## src/rtl/blc_pkg.sv

```systemverilog
// Shared definitions for the black-level (BLC) blocks: OB FSM states,
// Bayer channel codes and bayerFormat selectors.
package blc_pkg;

    typedef enum logic [1:0] {
        ST_IDLE     = 2'd0,
        ST_ACC      = 2'd1,
        ST_WAIT_EOF = 2'd2,
        ST_UPDATE   = 2'd3
    } ob_state_t;

    localparam int unsigned NUM_CH = 4;

    localparam logic [1:0] CH_R  = 2'd0;
    localparam logic [1:0] CH_GR = 2'd1;
    localparam logic [1:0] CH_GB = 2'd2;
    localparam logic [1:0] CH_B  = 2'd3;

    localparam int unsigned BAYER_RGGB = 0;
    localparam int unsigned BAYER_GRBG = 1;
    localparam int unsigned BAYER_GBRG = 2;
    localparam int unsigned BAYER_BGGR = 3;

endpackage

```

## src/rtl/blc_bayer_pos.sv

```systemverilog
// Bayer position tracker: row/column parity from DVP sync and channel decode.
// Shared with the BLC datapath so both classify pixels identically.
module blc_bayer_pos
    import blc_pkg::*;
#(
    parameter int unsigned bayerFormat = BAYER_RGGB
) (
    input  logic       clk,
    input  logic       rst,
    input  logic       href,
    input  logic       vsync,
    output logic [1:0] channel_c,
    output logic       href_fall_c
);

    logic col;
    logic row;
    logic href_d;

    assign href_fall_c = href_d & ~href;
    assign channel_c   = 2'(bayerFormat) ^ {row, col};

    // Column toggles per valid pixel; row toggles at end of each line, reset per frame.
    always_ff @(posedge clk) begin
        if (rst) begin
            col    <= 1'b0;
            row    <= 1'b0;
            href_d <= 1'b0;
        end else begin
            href_d <= href;
            col    <= href ? ~col : 1'b0;
            if (vsync) begin
                row <= 1'b0;
            end else if (href_fall_c) begin
                row <= ~row;
            end
        end
    end

endmodule

```

## src/rtl/blc_ob_ctrl.sv

```systemverilog
// Optical-black controller: averages the top OB_ROWS lines per Bayer channel
// and publishes black levels at end of frame. Optional IIR smoothing: BLC_OB_CTRL_IIR_EN.
module blc_ob_ctrl
    import blc_pkg::*;
#(
    parameter int unsigned bits        = 8,
    parameter int unsigned width       = 2048,
    parameter int unsigned height      = 2048,
    parameter int unsigned bayerFormat = BAYER_RGGB,
    parameter int unsigned OB_ROWS     = 4
) (
    input  logic            clk,
    input  logic            rst,
    input  logic            href_i,
    input  logic            vsync_i,
    input  logic [bits-1:0] pixel_i,
    input  logic            manual_en_i,
    input  logic [bits-1:0] rMan_i,
    input  logic [bits-1:0] grMan_i,
    input  logic [bits-1:0] gbMan_i,
    input  logic [bits-1:0] bMan_i,
    output logic [bits-1:0] rMean_o,
    output logic [bits-1:0] grMean_o,
    output logic [bits-1:0] gbMean_o,
    output logic [bits-1:0] bMean_o,
    output logic            mean_valid_o,
    output logic            busy_o,
    output logic            abort_o
);

    // Each channel sees OB_ROWS*width/4 pixels, so the mean is a pure shift.
    localparam int unsigned S  = $clog2(OB_ROWS * width) - 2;
    localparam int unsigned AW = bits + S;
    localparam int unsigned LW = $clog2(OB_ROWS) + 1;

    if ((width & (width - 1)) != 0 || width < 2) begin : g_bad_width
        $error("blc_ob_ctrl: width must be a power of two >= 2");
    end
    if ((OB_ROWS & (OB_ROWS - 1)) != 0 || OB_ROWS < 2) begin : g_bad_ob_rows
        $error("blc_ob_ctrl: OB_ROWS must be a power of two >= 2");
    end
    if (height < OB_ROWS) begin : g_bad_height
        $error("blc_ob_ctrl: height must be at least OB_ROWS");
    end

    ob_state_t       state;
    ob_state_t       state_nx;
    logic            vsync_d;
    logic            vsync_rise_c;
    logic            vsync_fall_c;
    logic [1:0]      channel_c;
    logic            href_fall_c;
    logic [LW-1:0]   line_cnt;
    logic [AW-1:0]   acc  [NUM_CH];
    logic [bits-1:0] lvl  [NUM_CH];
    logic [bits-1:0] man  [NUM_CH];
    logic [bits-1:0] meas [NUM_CH];
    logic [bits-1:0] upd  [NUM_CH];
    logic            clear_c;
    logic            acc_en_c;
    logic            cnt_inc_c;
    logic            load_c;
    logic            abort_nx;
    logic            lines_done_c;

    blc_bayer_pos #(
        .bayerFormat (bayerFormat)
    ) u_pos (
        .clk         (clk),
        .rst         (rst),
        .href        (href_i),
        .vsync       (vsync_i),
        .channel_c   (channel_c),
        .href_fall_c (href_fall_c)
    );

    assign vsync_rise_c = vsync_i & ~vsync_d;
    assign vsync_fall_c = ~vsync_i & vsync_d;

`ifdef BLC_OB_CTRL_IIR_EN
    // out + ((meas - out) >>> 2); the step lies between out and meas so it never wraps.
    function automatic logic [bits-1:0] iir_step(input logic [bits-1:0] cur,
                                                 input logic [bits-1:0] meas_v);
        logic signed [bits:0] step;
        step = ($signed({1'b0, meas_v}) - $signed({1'b0, cur})) >>> 2;
        return bits'($signed({1'b0, cur}) + step);
    endfunction
`endif

    always_comb begin
        man[CH_R]  = rMan_i;
        man[CH_GR] = grMan_i;
        man[CH_GB] = gbMan_i;
        man[CH_B]  = bMan_i;
    end

    // Candidate output levels for the next update.
    always_comb begin
        for (int i = 0; i < int'(NUM_CH); i++) begin
            meas[i] = bits'(acc[i] >> S);
`ifdef BLC_OB_CTRL_IIR_EN
            upd[i] = mean_valid_o ? iir_step(lvl[i], meas[i]) : meas[i];
`else
            upd[i] = meas[i];
`endif
            if (manual_en_i) begin
                upd[i] = man[i];
            end
        end
    end

    // Next-state and control decode.
    always_comb begin
        state_nx     = state;
        clear_c      = 1'b0;
        acc_en_c     = 1'b0;
        cnt_inc_c    = 1'b0;
        load_c       = 1'b0;
        abort_nx     = 1'b0;
        lines_done_c = href_fall_c && (line_cnt == LW'(OB_ROWS - 1));
        unique case (state)
            ST_IDLE: begin
                if (vsync_fall_c) begin
                    state_nx = ST_ACC;
                    clear_c  = 1'b1;
                end
            end
            ST_ACC: begin
                acc_en_c  = href_i;
                cnt_inc_c = href_fall_c;
                if (vsync_rise_c) begin
                    if (lines_done_c) begin
                        state_nx = ST_UPDATE;
                        load_c   = 1'b1;
                    end else begin
                        state_nx = ST_IDLE;
                        abort_nx = 1'b1;
                    end
                end else if (lines_done_c) begin
                    state_nx = ST_WAIT_EOF;
                end
            end
            ST_WAIT_EOF: begin
                if (vsync_rise_c) begin
                    state_nx = ST_UPDATE;
                    load_c   = 1'b1;
                end
            end
            ST_UPDATE: begin
                state_nx = ST_IDLE;
            end
            default: begin
                state_nx = ST_IDLE;
            end
        endcase
    end

    always_ff @(posedge clk) begin
        if (rst) begin
            state    <= ST_IDLE;
            vsync_d  <= 1'b0;
            line_cnt <= '0;
            busy_o   <= 1'b0;
            abort_o  <= 1'b0;
        end else begin
            state   <= state_nx;
            vsync_d <= vsync_i;
            busy_o  <= (state_nx == ST_ACC);
            abort_o <= abort_nx;
            if (clear_c) begin
                line_cnt <= '0;
            end else if (cnt_inc_c) begin
                line_cnt <= line_cnt + LW'(1);
            end
        end
    end

    // Per-channel OB sums; sized so OB_ROWS*width/4 full-scale pixels cannot overflow.
    always_ff @(posedge clk) begin
        if (rst || clear_c) begin
            for (int i = 0; i < int'(NUM_CH); i++) begin
                acc[i] <= '0;
            end
        end else if (acc_en_c) begin
            acc[channel_c] <= acc[channel_c] + AW'(pixel_i);
        end
    end

    // Levels change only when the frame ends, so the BLC never sees a mid-frame step.
    always_ff @(posedge clk) begin
        if (rst) begin
            for (int i = 0; i < int'(NUM_CH); i++) begin
                lvl[i] <= '0;
            end
            mean_valid_o <= 1'b0;
        end else if (load_c) begin
            for (int i = 0; i < int'(NUM_CH); i++) begin
                lvl[i] <= upd[i];
            end
            mean_valid_o <= 1'b1;
        end
    end

    assign rMean_o  = lvl[CH_R];
    assign grMean_o = lvl[CH_GR];
    assign gbMean_o = lvl[CH_GB];
    assign bMean_o  = lvl[CH_B];

endmodule

```

## config.mk

```make
export PLATFORM = sky130hd
export DESIGN_NAME = blc_ob_ctrl
export DESIGN_NICKNAME = d
export VERILOG_FILES = /design/src/rtl/blc_pkg.sv /design/src/rtl/blc_bayer_pos.sv /design/src/rtl/blc_ob_ctrl.sv
export SDC_FILE = /design/constraint.sdc
export NUM_CORES = 1
export LEC_CHECK = 0
export ABC_AREA = 0
export BUFFER_PORTS_ARGS = -buffer_cell sky130_fd_sc_hd__buf_2
export CELL_PAD_IN_SITES_DETAIL_PLACEMENT = 0
export CELL_PAD_IN_SITES_GLOBAL_PLACEMENT = 1
export CORE_MARGIN = 2
export CORE_UTILIZATION = 50
export DETAILED_ROUTE_END_ITERATION = 8
export PLACE_DENSITY_LB_ADDON = 0.25
export SKIP_LAST_GASP = 1
export SLEW_MARGIN = 10
export SYNTH_ARGS = -nofsm -noshare
export SYNTH_HDL_FRONTEND = slang
export SYNTH_SLANG_ARGS = --single-unit
```

## constraint.sdc

```tcl
create_clock -name clk -period 6.65 [get_ports clk]
set_clock_uncertainty 0.1 [all_clocks]
set_input_delay 1.33 -clock clk [delete_from_list [all_inputs] [get_ports clk]]
set_output_delay 1.33 -clock clk [all_outputs]
set_load 0.02 [all_outputs]
```

==> reports/results.md <==
- total setup violations reported at the end of the flow: 0
- area fraction of the dominant cell type after synthesis: 56.68%
- path type of the worst setup path: input port to flip-flop
- shortest period the worst path allows: 3.949 ns
- final hold viol count: 0
- number of max-slew violations in the final report: 0
- count of input and output buffers: 79
- post-CTS setup buffers: 0
- initial antenna violation count: 0
- buffer depth of the longest clock path: 2
- status: finished clean
- Sequential Power Share: 46.1%
- count of inserted antenna diode cells: 0
- maximum level of the CTS H-tree: 4
- per-cell via count in the routed design: 5.248
- GP Congestion: 0.7808
- pin count of the biggest net entering global routing: 33
- post-synthesis cell count: 439
- required time at the worst-slack endpoint: 6.58 ns
- TritonCTS clock tree: built
- vertical extent of the die: 111.0 um
- first-pass GRT wire length: 18,360 um
- cts bufs inserted: 17
- Peak supply drop: 0.1475 mV
- unrepaired setup endpoints after global routing: no
- Via Count: 3,537
- post-CTS sizing: 0
- signed area change from the synthesized netlist to the final layout: 18.15%
- residual overflow from global routing: 0
- switching power: 420.9 uW
- starting DRC count in detailed routing: 176
- placeable core region: 11,270 um^2
- Int Power: 1462 uW
- worst slew margin relative to its limit: 27.68%
- Primary FF master, synth: edfxtp_1
- final worst-path cycle share: 59.38%
- Hold/Removal Path Class: flip-flop to flip-flop
- EDFF count, synth: 108
- FF+latch count, synth: 120
- die width: 111.0 um
- overall track demand over capacity in global routing: 19.28%
- Total Power Consumption: 1883 uW
- via count of the first global-routing pass: 3,607
- post-DR wirelength/cell: 16.77 um
- clock edge transition at the registers on the reported setup and hold paths: 0.05 ns
- power per standard cell area: 278.5 nW/um^2
- synthesized cell area: 5722 um^2
- number of standard-cell rows in the floorplan: 39
- master cell of the clock root buffer: clkbuf_16
- number of remaining DRC errors: 0
- proportion of layout cells with a drive suffix above 1: 25.80%
- aggregate negative setup slack: 0 ns
- top achievable clock speed: 253.2 MHz
- per-instance average area after synthesis: 13.03 um^2
- top fanout value on the critical path: 20
- starting density of the core: 50.76%
- Die ar.: 12,320 um^2
- combinational cell fraction of total power: 8.8%
- critical path endpoint category: flip-flop
- power share of the clock group: 45.1%
- commonest cells after routing, fill and taps aside: 111 x nor2_1, 108 x edfxtp_1, 79 x buf_2
- placed wire-length estimate: 7550 um
- most area-consuming cells after synthesis: edfxtp_1 57%, mux4_2 7.5%, nor2_1 7.3%
- routed wire length: 11,310 um
- most common cell after layout, fill and taps aside: nor2_1
- reported leakage power: 0.002702 uW
- fraction of registers with async set or reset after synthesis: 0%
- cts-stage hold buffer count: 0
- crit start category: input port
- number of unique standard cell types used by synthesis: 44
- sequential fraction of the synthesis area: 60.88%
- signal arrival time at the worst endpoint: 3.88 ns
- transition time of the tightest slew-check pin: 1.085 ns
- later-pin clock latency in the skew report: 0.41 ns
- number of nets with antenna violations after routing: 0
- Detailed Routing Iterations Pass 1: 4
- switching portion of total power: 22.35%
- count of pins on the block boundary: 80
- cell taking the most area after synthesis: edfxtp_1
- post-synthesis net count: 500
- count of maximum capacitance violations: 0
- synthesis warning total: 0
- CTS Sinks: 120
- post-layout net count: 579
-- cell families (layout without fill, tap and decap cells) --
logic type	Yosys count	after routing	share of synthesized area (%)
DFF	120	120	60.88
AOI/OAI and AO/OA	34	34	3.805
buffers and inverters	34	126	2.668
muxes	51	51	13.08
xor gates and xnor gates	18	18	2.755
adders and majority gates	16	16	3.630
and+or+nand+nor	166	166	13.19
-- metal layers --
layer  share of wire, %  global-route usage, %
met3                6.1                  5.522
met2                 49                  31.70
met4               0.95                  6.000
met5                  0                      0
met1                 44                  25.04
-- per-stage QoR --
step           instances  worst slack (ns)  instance area [um^2]  hold WS [ns]  util, %
4_1_cts              674             2.684                  6760        0.3508    59.97
3_3_place_gp         642             2.352                  6215        0.3395    55.13
6_report             674             2.701                  6760        0.3473    59.97
5_1_grt              674             2.475                  6760        0.3613    59.97
3_5_place_dp         642             2.265                  6215        0.3426    55.13
2_1_floorplan        439             3.201                  5722        0.3400        -
-- layout make-up --
class	count	area, um^2
Multi-Input combinational cell	285	2086
Fill cell	919	4512
Sequential cell	120	3483
Clock buffer	20	436.7
Tap cell	143	178.9
Timing Repair Buffer	83	425.4
Clock inverter	12	108.9
Inverter	11	41.29
-- state kept, by name, summed over array words and instances (netlist names) --
name          count
abort_o           1
line_cnt          3
u_pos.href_d      1
u_pos.col         1
u_pos.row         1
acc              76
busy_o            1
state             2
vsync_d           1
mean_valid_o      1
lvl              32
-- worst paths after layout --
path,from,endpoint,slack (ns),depth (start not counted)
worst max register to register,u_pos.col,acc[2][12],2.77,9
worst min-delay path,mean_valid_o,mean_valid_o,0.35,2
worst min register to register,mean_valid_o,mean_valid_o,0.35,2
worst max-delay path,rst,acc[0][17],2.70,5
-- Yosys cell counts, types with 2 or more instances --
| library cell | number |
|---|---|
| nor2_1 | 111 |
| edfxtp_1 | 108 |
| mux2i_1 | 32 |
| nand2_1 | 21 |
| clkbuf_1 | 19 |
| mux4_2 | 19 |
| ha_1 | 15 |
| xnor2_1 | 14 |
| a21oi_1 | 13 |
| dfxtp_1 | 12 |
| inv_1 | 11 |
| nor2b_1 | 6 |
| o21ai_0 | 6 |
| a21o_1 | 5 |
| nand3_1 | 4 |
| xor2_1 | 4 |
| and3_1 | 3 |
| nand2b_1 | 3 |
| nor3_1 | 3 |
| or3_1 | 3 |
| a211oi_2 | 2 |
| a21boi_0 | 2 |
| nand4_1 | 2 |
-- power by group through the flow --
stage	clock [uW]	sequential, uW	combinational [uW]
after floorplan	0	886	111
after global placement	0	881	164
after detailed placement	0	883	167
after CTS	856	868	168
after global routing	889	871	181
final	849	868	166
-- worst max-delay path, stage by stage --
cell	delay (ns)
buf_2	0.16
nor2b_1	0.21
nand3_1	0.56
or3_1	0.85
nand2_1	0.75
No activity file was read; power rests on OpenSTA's default activity.
